**src/rtl/mux_scan_nx1.sv**
```systemverilog
// mux_scan_nx1: N-channel registered mux with prescaled auto-scan and clamped manual select.
// Data, one-hot strobe and index share one register stage so they stay aligned with step.
module mux_scan_nx1 #(
  parameter int WIDTH    = 4,
  parameter int CHANNELS = 4,
  parameter int SEL_W    = 2,
  parameter int PRESCALE = 50000
) (
  input  logic                      clk,
  input  logic                      rst_n,
  input  logic [CHANNELS*WIDTH-1:0] data_in,
  input  logic                      mode,
  input  logic [SEL_W-1:0]          sel_manual,
  input  logic                      hold,
  output logic [WIDTH-1:0]          data_out,
  output logic [CHANNELS-1:0]       chan_onehot,
  output logic [SEL_W-1:0]          chan_idx,
  output logic                      step
);
  localparam int PW = PRESCALE > 1 ? $clog2(PRESCALE) : 1;
  localparam logic [SEL_W-1:0] LAST = SEL_W'(CHANNELS - 1);
  localparam logic [PW-1:0] PTC = PW'(PRESCALE - 1);
  logic [WIDTH-1:0] ch [2**SEL_W];
  logic [SEL_W-1:0] idx_q, idx_d;
  logic [PW-1:0]    pre_q, pre_d;
  logic             tc;
  // Unused select codes map to zero so the index always addresses a full-size table.
  for (genvar k = 0; k < 2**SEL_W; k++) begin : g_ch
    if (k < CHANNELS) begin : g_in
      assign ch[k] = data_in[k*WIDTH +: WIDTH];
    end else begin : g_pad
      assign ch[k] = '0;
    end
  end
  assign tc       = pre_q == PTC;
  assign chan_idx = idx_q;
  always_comb begin
    pre_d = hold ? pre_q : (mode && !tc) ? pre_q + 1'b1 : '0;
    idx_d = hold ? idx_q
          : mode ? (tc ? (idx_q == LAST ? '0 : idx_q + 1'b1) : idx_q)
          : (sel_manual > LAST ? LAST : sel_manual);
  end
  always_ff @(posedge clk or negedge rst_n) begin
    if (!rst_n) begin
      idx_q       <= '0;
      pre_q       <= '0;
      data_out    <= '0;
      chan_onehot <= '0;
      step        <= 1'b0;
    end else begin
      idx_q       <= idx_d;
      pre_q       <= pre_d;
      data_out    <= ch[idx_d];
      chan_onehot <= CHANNELS'(1) << idx_d;
      step        <= idx_d != idx_q;
    end
  end
endmodule

```
**config.mk**
```make
export PLATFORM = sky130hd
export DESIGN_NAME = mux_scan_nx1
export DESIGN_NICKNAME = d
export VERILOG_FILES = /design/src/rtl/mux_scan_nx1.sv
export SDC_FILE = /design/constraint.sdc
export NUM_CORES = 1
export LEC_CHECK = 0
export CELL_PAD_IN_SITES_DETAIL_PLACEMENT = 0
export CELL_PAD_IN_SITES_GLOBAL_PLACEMENT = 1
export CORE_MARGIN = 5
export CORE_UTILIZATION = 42
export CTS_BUF_LIST = sky130_fd_sc_hd__clkbuf_4
export DETAILED_ROUTE_END_ITERATION = 6
export PLACE_DENSITY_LB_ADDON = 0.2
export RECOVER_POWER = 25
export SYNTH_ARGS = -nofsm -noshare
export SYNTH_HDL_FRONTEND = slang
export SYNTH_SLANG_ARGS = --single-unit
```
**constraint.sdc**
```tcl
create_clock -name clk -period 2.9 [get_ports clk]
set_input_delay 0.87 -clock clk [delete_from_list [all_inputs] [get_ports clk]]
set_output_delay 0.87 -clock clk [all_outputs]
set_load 0.005 [all_outputs]
```
==> impl_metrics.ini, run 1 <==
[outcome]
outcome = complete, no violations

[placed_design]
placed_area_sq_um = 1759
port-buffer-count = 32
place_inst = 200
gp_congestion = 0.7805
place.detailed.hpwl_um = 2050

[yosys]
async_flop_share = 1.000
syn_avg_cell_area_sq_um = 11.28
synthCells = 120
synth_nets = 144
ys_seq_area_frac = 0.4991
ys_seq_elements = 27
ys_types = 35
synth_ff_type = dfrtp_1
synth_edf_count = 0
ys.warnings.count = 0
mappedNetlistArea_sq_um = 1354

[timing]
worst_pin_slew_ps = 1433
fmax_mhz = 395.0
rsz0062_at_grt = false
fin_hold_ws_ps = 586.2
maxSlewViolCount = 0
post-route-period-util = 0.8729
skew_ps = 4.934
fin_crit_ps = 2531
hold_viol = 0
setup_viol = 0
slew_headroom = 0.04443

[critical_path]
critPathSlowestCell = or4_4
rrSetupSlack_ps = 820
cp_slowest_stage_delay_ps = 550
worstSetupEndpointType = register
cp_max_fo = 8
cp_data_arrival_time_ps = 2790
required_ps = 3160
crit_path_cell_trace = clkdlybuf4s50_1 > buf_4 > or2_1 > or4_4 > or3_1 > a21oi_1
path_delay_family = simple AND/OR/NAND/NOR gates
path_buf_inv = 2
crit_type = input port to register
startpoint_type = input port

[power]
peakVddDrop_mv = 0.2740
power_density_nw_per_um2 = 520.5
leakagePower_nw = 0.7702

[min_path]
min_path_type = register to register

[detailed_routing]
ant_nets = 0
firstDrtPassIters = 4
vias = 995
avgViaCountPerCell = 4.877
wl_per_cell_um = 12.71
wl_um = 2592
drt_iter0_drc = 39
drt_drc_violations_left = 0

[clocking]
ctsResizeCount = 0
htreeDepth = 1
clk_path_buf_depth = 2
cts_buffers = 3
hold_buffers = 0
cts_sinks = 27
cts_tree = yes
post_cts_buffers = 0
clock_latency_ps = 320
cts-root-buf = clkbuf_4
path_clk_slew_ps = 140

[floorplanning]
die_h_um = 66.78
start_util = 0.4398
fp.dieArea_sq_um = 4459
io_pins = 33
design.core.area_sq_um = 3078
dieWidth_um = 66.78
fp-row-count = 20

[global_routing]
grt_max_degree = 28
grt_pass1_vias = 1069
track_usage = 0.1378
grt_pass1_wl_um = 4754
antenna_found_initial = 0
grt-ovfl-total = 0

[final_layout]
final_cells = 204
fin_area_sq_um = 1783
drive_above_1_share = 0.1375
layout.nets = 185
area_delta_synth_final_pct = 31.70
nFillCells = 284
num_antenna_cells = 0

[job]
drv_cap = 0
-- worst paths after layout --
| path | start | cells after the start | to |
|---|---|---|---|
| max | hold | 6 | pre_q[15] |
| min | pre_q[0] | 2 | pre_q[0] |
| max reg2reg | pre_q[0] | 6 | data_out[1] |
| min reg2reg | pre_q[0] | 2 | pre_q[0] |
| max in group asynchronous | rst_n | 2 | step |
| min in group asynchronous | rst_n | 2 | chan_idx[0] |
-- cell families (layout without fill, tap and decap cells) --
| family | count (synthesis) | after routing | share of synthesized area |
|---|---|---|---|
| AOI/OAI and AO/OA | 9 | 9 | 0.04436 |
| xor gates and xnor gates | 14 | 14 | 0.09057 |
| adders and majority gates | 2 | 2 | 0.01848 |
| buffers and inverters | 7 | 47 | 0.02772 |
| DFF | 27 | 27 | 0.4991 |
| muxes | 7 | 7 | 0.08965 |
| and+or+nand+nor | 54 | 54 | 0.2301 |
-- registers in the layout, indices dropped and copies added, names as in the netlist --
name / flops
data_out: 4
step: 1
chan_idx: 2
pre_q: 16
chan_onehot: 4
-- layout by cell type (no fill, tap or decap), types with 3 or more instances in the layout --
master,count
buf_4,6
dfrtp_1,27
nor2_1,20
mux4_2,4
nand4_1,5
xnor2_1,4
clkbuf_4,3
and3_1,3
nand2_1,6
xor2_1,10
or3_1,3
a21oi_1,3
nand3_1,4
inv_1,3
clkdlybuf4s50_1,31
-- power by group --
| part | leakage [nW] | internal [W] | total [W] | switching (W) |
|---|---|---|---|---|
| Sequential | 0.355 | 0.000434 | 0.000473 | 0.0000394 |
| Combinational | 0.397 | 0.000186 | 0.000296 | 0.000110 |
| Clock | 0.0177 | 0.0000517 | 0.000159 | 0.000107 |
-- layer usage --
| metal | routed length, um | global-route usage | part of all wire | vias to the layer above |
|---|---|---|---|---|
| li1 | - | - | - | 495 |
| met4 | 31 | 0.03807 | 0.012 | 0 |
| met2 | 1209 | 0.2290 | 0.47 | 17 |
| met3 | 89 | 0.02530 | 0.034 | 4 |
| met1 | 1262 | 0.1836 | 0.49 | 479 |
| met5 | 0 | 0 | 0 | - |
-- worst min-delay path, delay by kind of cell, from the launching register on --
kind | cells | cell delay, ps
DFF | 1 | 410
xor gates and xnor gates | 1 | 80
and+or+nand+nor | 1 | 70
-- synth_stat cells, types with 2 or more instances --
library cell  instances  area, sq um
a21oi_1               3        15.01
and2b_2               2        17.52
and3_1                3        18.77
dfrtp_1              27        675.7
ha_1                  2        25.02
inv_1                 3        11.26
mux2i_1               2        20.02
mux4_2                4        90.09
nand2_1               6        22.52
nand3_1               4        20.02
nand4_1               5        31.28
nor2_1               20        75.07
nor3_1                2        10.01
o21ai_0               2        10.01
or3_1                 3        18.77
xnor2_1               4        35.03
xor2_1               10        87.58
-- through the flow --
| stage | TNS [ps] | total power [W] | utilization | worst slack (ps) |
|---|---|---|---|---|
| final | 0 | 0.0009281 | 0.5793 | 368.6 |
| after global routing | 0 | 0.0009970 | 0.5793 | 196.7 |
| after CTS | 0 | 0.0009512 | 0.5805 | 355.1 |
| after detailed placement | -0.5205 | 0.0007856 | 0.5715 | -0.5205 |
| after global placement | 0 | 0.0007747 | 0.5715 | 23.59 |
| after floorplan | 0 | 0.0006124 | - | 397.1 |
-- final cells by class --
class	instances	area [sq um]	area share
sequential	27	675.6	0.3789
multi-input combinational	86	640.6	0.3593
timing repair buffer	39	369.1	0.2070
tap	44	55.05	0.03088
clock buffer	3	22.52	0.01263
inverter	4	15.01	0.008421
clock inverter	1	5.005	0.002807
(Power assumes the default switching activity.)
==> run 2, diff against run 1 <==
- HOLD_SLACK_MARGIN: unset -> 0.03
==> results of run 2 <==
The final DEF is identical to that of run 1; final timing and power are the same.
